[config.mk]
export PLATFORM = sky130hd
export DESIGN_NAME = hif_fir_engine
export DESIGN_NICKNAME = d
export VERILOG_FILES = /design/src/rtl/hif_fir_engine.sv
export SDC_FILE = /design/constraint.sdc
export NUM_CORES = 1
export LEC_CHECK = 0
export CAP_MARGIN = 40
export CORE_ASPECT_RATIO = 1.1
export CORE_MARGIN = 5
export CORE_UTILIZATION = 60
export CTS_CLUSTER_DIAMETER = 80
export DETAILED_ROUTE_END_ITERATION = 7
export PLACE_DENSITY_LB_ADDON = 0.08
export SKIP_CTS_REPAIR_TIMING = 1
export SLEW_MARGIN = 20
export SYNTH_ARGS = -nofsm -noshare
export SYNTH_HDL_FRONTEND = slang
export SYNTH_SLANG_ARGS = --single-unit
export TNS_END_PERCENT = 20
[constraint.sdc]
create_clock -name clk -period 5.4 [get_ports clk]
set_clock_uncertainty 0.05 [all_clocks]
set_input_delay 1.08 -clock clk [delete_from_list [all_inputs] [get_ports clk]]
set_output_delay 1.08 -clock clk [all_outputs]
set_load 0.01 [all_outputs]
[src/rtl/hif_fir_engine.sv]
// hif_fir_engine: single-pass FIR convolution over NTAPS queued samples with a
// registered product stage, wide accumulator and a saturated Q1.15 result.
`default_nettype none

module hif_fir_engine #(
  parameter int NTAPS = 1021,
  parameter int ACC_W = 40
) (
  input  logic               clk,
  input  logic               rst_n,
  input  logic               start,
  input  logic signed [15:0] smpl_in,
  output logic               rd_en,
  output logic        [9:0]  coeff_addr,
  input  logic signed [15:0] coeff,
  output logic signed [15:0] filt_smpl,
  output logic               filt_valid,
  output logic               busy
);

  localparam int PROD_W = 32;
  // Worst case is NTAPS products of (-32768)^2 = 2^30, which needs one bit more
  // than ACC_W=40 provides, so the accumulator is widened when necessary.
  localparam int GUARD_W = PROD_W + $clog2(NTAPS) + 1;
  localparam int ACC_IW  = (ACC_W > GUARD_W) ? ACC_W : GUARD_W;

  localparam logic [9:0] LAST_TAP = 10'(NTAPS - 1);

  localparam logic signed [ACC_IW-1:0] SAT_MAX = ACC_IW'(32767);
  localparam logic signed [ACC_IW-1:0] SAT_MIN = ACC_IW'(-32768);

  localparam logic [1:0] S_IDLE  = 2'd0;
  localparam logic [1:0] S_READ  = 2'd1;
  localparam logic [1:0] S_DRAIN = 2'd2;
  localparam logic [1:0] S_OUT   = 2'd3;

  logic [1:0]               state;
  logic [1:0]               state_nxt;
  logic [9:0]               tap_cnt;
  logic                     drain_cnt;
  logic                     smpl_vld;
  logic                     prod_vld;
  logic signed [PROD_W-1:0] prod;
  logic signed [ACC_IW-1:0] acc;
  logic signed [ACC_IW-1:0] acc_shr;
  logic signed [15:0]       result;

  // State register
  always_ff @(posedge clk or negedge rst_n) begin
    if (!rst_n) begin
      state <= S_IDLE;
    end else begin
      state <= state_nxt;
    end
  end

  // Next-state logic
  always_comb begin
    state_nxt = state;
    case (state)
      S_IDLE:  if (start) state_nxt = S_READ;
      S_READ:  if (tap_cnt == LAST_TAP) state_nxt = S_DRAIN;
      S_DRAIN: if (drain_cnt) state_nxt = S_OUT;
      S_OUT:   state_nxt = S_IDLE;
      default: state_nxt = S_IDLE;
    endcase
  end

  // Output logic; busy also covers the result cycle that follows OUT.
  always_comb begin
    rd_en      = (state == S_READ);
    coeff_addr = (state == S_READ) ? tap_cnt : 10'd0;
    busy       = (state != S_IDLE) || filt_valid;
  end

  always_comb begin
    acc_shr = acc >>> 15;
    if (acc_shr > SAT_MAX) begin
      result = 16'sh7FFF;
    end else if (acc_shr < SAT_MIN) begin
      result = -16'sh8000;
    end else begin
      result = acc_shr[15:0];
    end
  end

  // Datapath: sample valid one cycle after rd_en, product one cycle later,
  // accumulate one cycle after that.
  always_ff @(posedge clk or negedge rst_n) begin
    if (!rst_n) begin
      tap_cnt    <= 10'd0;
      drain_cnt  <= 1'b0;
      smpl_vld   <= 1'b0;
      prod_vld   <= 1'b0;
      prod       <= '0;
      acc        <= '0;
      filt_smpl  <= 16'sh0000;
      filt_valid <= 1'b0;
    end else begin
      smpl_vld   <= rd_en;
      prod_vld   <= smpl_vld;
      filt_valid <= 1'b0;

      if (state == S_IDLE && start) begin
        tap_cnt <= 10'd0;
      end else if (state == S_READ) begin
        tap_cnt <= (tap_cnt == LAST_TAP) ? 10'd0 : tap_cnt + 10'd1;
      end

      drain_cnt <= (state == S_DRAIN) ? ~drain_cnt : 1'b0;

      if (smpl_vld) begin
        prod <= smpl_in * coeff;
      end

      if (state == S_IDLE && start) begin
        acc <= '0;
      end else if (prod_vld) begin
        acc <= acc + {{(ACC_IW - PROD_W){prod[PROD_W-1]}}, prod};
      end

      if (state == S_OUT) begin
        filt_smpl  <= result;
        filt_valid <= 1'b1;
      end
    end
  end

endmodule

`default_nettype wire
### Yosys cells after proc, flatten, opt, wreduce, memory -nomap -nowiden

Cells that the tools add are included.

* register bits after elaboration: 107
* word-level logic and storage cells: 43

* add/subtract/negate cells: 2
* multiply operators: 1
* order comparisons: 2
* eq/ne operators: 7
* multiplexer cells: 14
* bitwise logic cells: 1
* reductions and logical operators: 7

Operators by type and width (number)
* $mux 43: 2
* $add 43x43->43: 1
* $mux 10: 4
* $mul 16x16->32: 1
* $mux 16: 2
* $gt 28x16->1 const B: 1
* $lt 28x16->1 const B: 1
* $add 10x1->10 const B: 1
* $eq 10x10->1 const B: 1
* $pmux 2 s4: 1
* $mux 2: 3
* $reduce_bool 2->1: 3
* $eq 2x2->1 const B: 2
* $ne 2x2->1 const B: 2
* $reduce_and 3->1: 1
* $eq 2x1->1 const B: 1
* $logic_not 2->1: 1
* $mux 1: 2
* $ne 2x1->1 const B: 1
* $logic_and 1x1->1: 1
* $logic_or 1x1->1: 1
* $not 1->1: 1

### Depth between registers and ports, before layout

* depth after elaboration: 4
* depth in mapped cells: 25

### Worst setup path before layout

OpenSTA, ideal clock, no wires.

* path type: input to register
* from: in smpl_in[15]
* to: reg prod[29]
* data arrival time: 6.797 ns
* data required time: 5.225 ns
* slack: -1.572 ns
* cell stages on the path: 23
* path buffers: 1
* cell sequence: clkbuf_1 nand2_1 inv_1 fa_1 inv_1 fa_1 inv_1 fa_1 fa_1 fa_1 inv_1 fa_1 inv_1 ha_1 a21o_1 a21o_1 a21o_1 a31oi_1 o32ai_1 a311o_1 a21oi_2 xnor2_1 mux2_4

* cells in the longest elaborated chain, start to end: 1

RTL lines
* start, declared: RTL line 12 `input logic signed [15:0] smpl_in,`
* $mul 16x16->32: RTL line 113 `prod <= smpl_in * coeff;`
* end signal, assigned: RTL line 113
* end, declared: RTL line 43 `logic signed [PROD_W-1:0] prod;`

Every way passes these cells.
A chain may end at the register's enable or synchronous reset.

### Final worst setup path

* from: in smpl_in[8]
* to: reg prod[28]

Same word-level chain as after synthesis.

==> impl_metrics.ini <==
[grt]
grt_first_pass_wirelength_microns = 68100
grt_max_degree = 56
track_usage_pct = 25.8
grt_pass1_vias = 14730
antenna_found_initial = 0
grt_overflow_total = 0

[synthesis]
synth-seq-cells = 107
synth_cell_type_count = 77
syn_nets = 2333
syn_avg_cell_area_sq_um = 8.93
synth_area_sq_um = 17000
synth-edff-count = 0
yosys_warnings = 0
synth-async-reset-ratio_pct = 100
yosysSeqAreaShare_pct = 15.7
yosysTopAreaCell = fa_1
yosys.area.top_type_share_pct = 31.0
synth_area_leaders = fa_1 31%, dfrtp_1 16%, ha_1 9.6%, inv_1 8.2%, and2_1 5.1%
netlist_instances = 1904
yosysMostFrequentCell = inv_1
ys_top_cells_by_count = 373 x inv_1, 263 x fa_1, 181 x nand2_1
synth_flop_cell = dfrtp_1

[min_path]
hold_path.class = flip-flop to flip-flop
hold_start = drain_cnt
hold_depth = 1

[die]
die_area_sq_um = 31800
die_w_microns = 171
coreArea_sq_um = 27900
ios = 64
start_util_pct = 61.0
die_h_microns = 187
rows = 64

[timing]
finalHoldViolations = 0
rsz0062_at_grt = true
max_freq_mhz = 153
relSlewSlack_pct = 53.2
period_needed_ns = 6.52
setup_violations = 22
setup_tns_ns = -17.48
fin_crit_sh_pct = 121
finalWorstSetupSlack_ns = -1.12
worst_slew_pin_slew_ns = 0.699
finalMaxSlewViolations = 0

[worst_setup_path]
arrival_ns = 6.71
cp_slowest_cell = fa_2
crit_buf_inv = 6
cp_cell_sequence = buf_2, buf_6, and2_4, fa_1, inv_1, fa_1, fa_2, inv_2, fa_1, fa_1, inv_2, fa_1, inv_2, ha_4, a21o_1, a221o_1, a21oi_2, o21ai_2, o21ai_2, a21oi_2, o21a_1, or3_1, a31o_1
cp-startpoint = smpl_in[8]
worstRegToRegCells = 10
slowest_delay_ns = 0.54
critPathTopFamily = adder cells
cpMostUsedCell = fa_1
critPathCaptureType = flip-flop
crit_type = input port to flip-flop
cp.depth = 23
crit_path_max_fanout = 5
rr_startpoint = prod[31]
cp-start-kind = input port
required_ns = 5.59

[status]
status = finished, violations left
violations = negative setup slack

[drt]
routed_via_density = 5.56
vias = 13849
drt_iter0_drc = 812
ant_nets = 0
drt-pass1-iter-count = 5
wl_per_cell_microns = 16.6
routed_wl_microns = 41300
drt_drc_violations_left = 0

[layout]
instances_no_fill = 2491
drive_gt1_share_pct = 19.5
syn_to_final_growth_pct = 20.8
antenna_cells = 0
nNetsFinal = 2552
final_cell_area_sq_um = 20500

[run]
maxCapViolCount = 0

[clocking]
cts_buffers = 9
cts_tree = done
cts-root-buf = clkbuf_16
htree_levels = 3
clk_path_buf_depth = 2
clk_latency_ns = 0.35
cts.sinks = 107
clk_pin_slew_ns = 0.07

[place]
place_congestion = 0.898
dp_cells = 2430
dpl_cell_area_sq_um = 19400
portBuffers = 63
dp_hpwl_microns = 32300
[path summary, 6_finish.rpt]
kind | slack, ns | to
min in group asynchronous | 0.57 | acc[5]
setup / recovery | -1.12 | prod[28]
hold / removal | 0.37 | drain_cnt
setup reg to reg | 2.22 | acc[41]
max in group asynchronous | 4.03 | state[0]
hold reg to reg | 0.37 | drain_cnt
[cell usage in the layout, fill, tap and decap left out, types with 15 or more instances in the layout]
cell / instances
and2_1: 120
and2_4: 18
dfrtp_1: 107
xnor2_1: 43
ha_1: 115
a21oi_1: 61
buf_6: 21
mux2_2: 21
o21ai_0: 45
clkdlybuf4s50_1: 31
nand3_1: 18
fa_2: 15
a21o_1: 39
mux2i_1: 19
fa_1: 248
xor2_1: 17
buf_4: 175
nand2_1: 168
o22ai_1: 19
nor3_1: 19
nand2b_1: 15
inv_1: 351
inv_2: 21
clkbuf_16: 15
nor2_1: 113
[flip-flops by register name, indices dropped and copies added (netlist names), 2 cells and up]
signal and flops:
acc 43, tap_cnt 10, state 2, filt_smpl 16, prod 32
[kinds of logic (layout without fill, tap and decap cells)]
| logic type | Yosys count | in the layout | synth area share [%] |
|---|---|---|---|
| DFF | 107 | 107 | 15.7 |
| xor gates and xnor gates | 60 | 60 | 3.09 |
| and+or+nand+nor | 551 | 551 | 15.8 |
| AOI/OAI and AO/OA | 305 | 305 | 12.1 |
| buffers and inverters | 446 | 670 | 10.1 |
| adders and majority gates | 394 | 394 | 40.6 |
| muxes | 41 | 41 | 2.60 |
[final cells by class]
class / instances / area, sq um
flip-flops and latches: 107 / 2680
fillers: 2140 / 7330
multi-input cells: 1351 / 13100
clock inverters: 5 / 36.3
well taps: 363 / 454
inverters: 374 / 1410
clock buffers: 11 / 253
repair buffers: 280 / 2570
[through the flow]
| step | util (%) | worst slack, ns | hold WS, ns |
|---|---|---|---|
| final | 73.7 | -1.12 | 0.370 |
| after global routing | 73.7 | -1.29 | 0.395 |
| after CTS | 70.7 | -1.63 | 0.372 |
| after detailed placement | 69.7 | -2.00 | 0.356 |
| after global placement | 69.6 | -1.90 | 0.353 |
| after floorplan | - | -1.07 | 0.324 |
[routing by layer]
metal | GRT usage (%) | vias up | wire (microns)
met3 | 2.20 | 75 | 1440
met1 | 32.6 | 6997 | 16900
met5 | 0 | - | 0
met2 | 47.8 | 285 | 22000
met4 | 5.71 | 0 | 932
li1 | - | 6492 | -
Power is not shown: default switching activity piles up to over one toggle a cycle in this logic, so the estimate is an artifact.
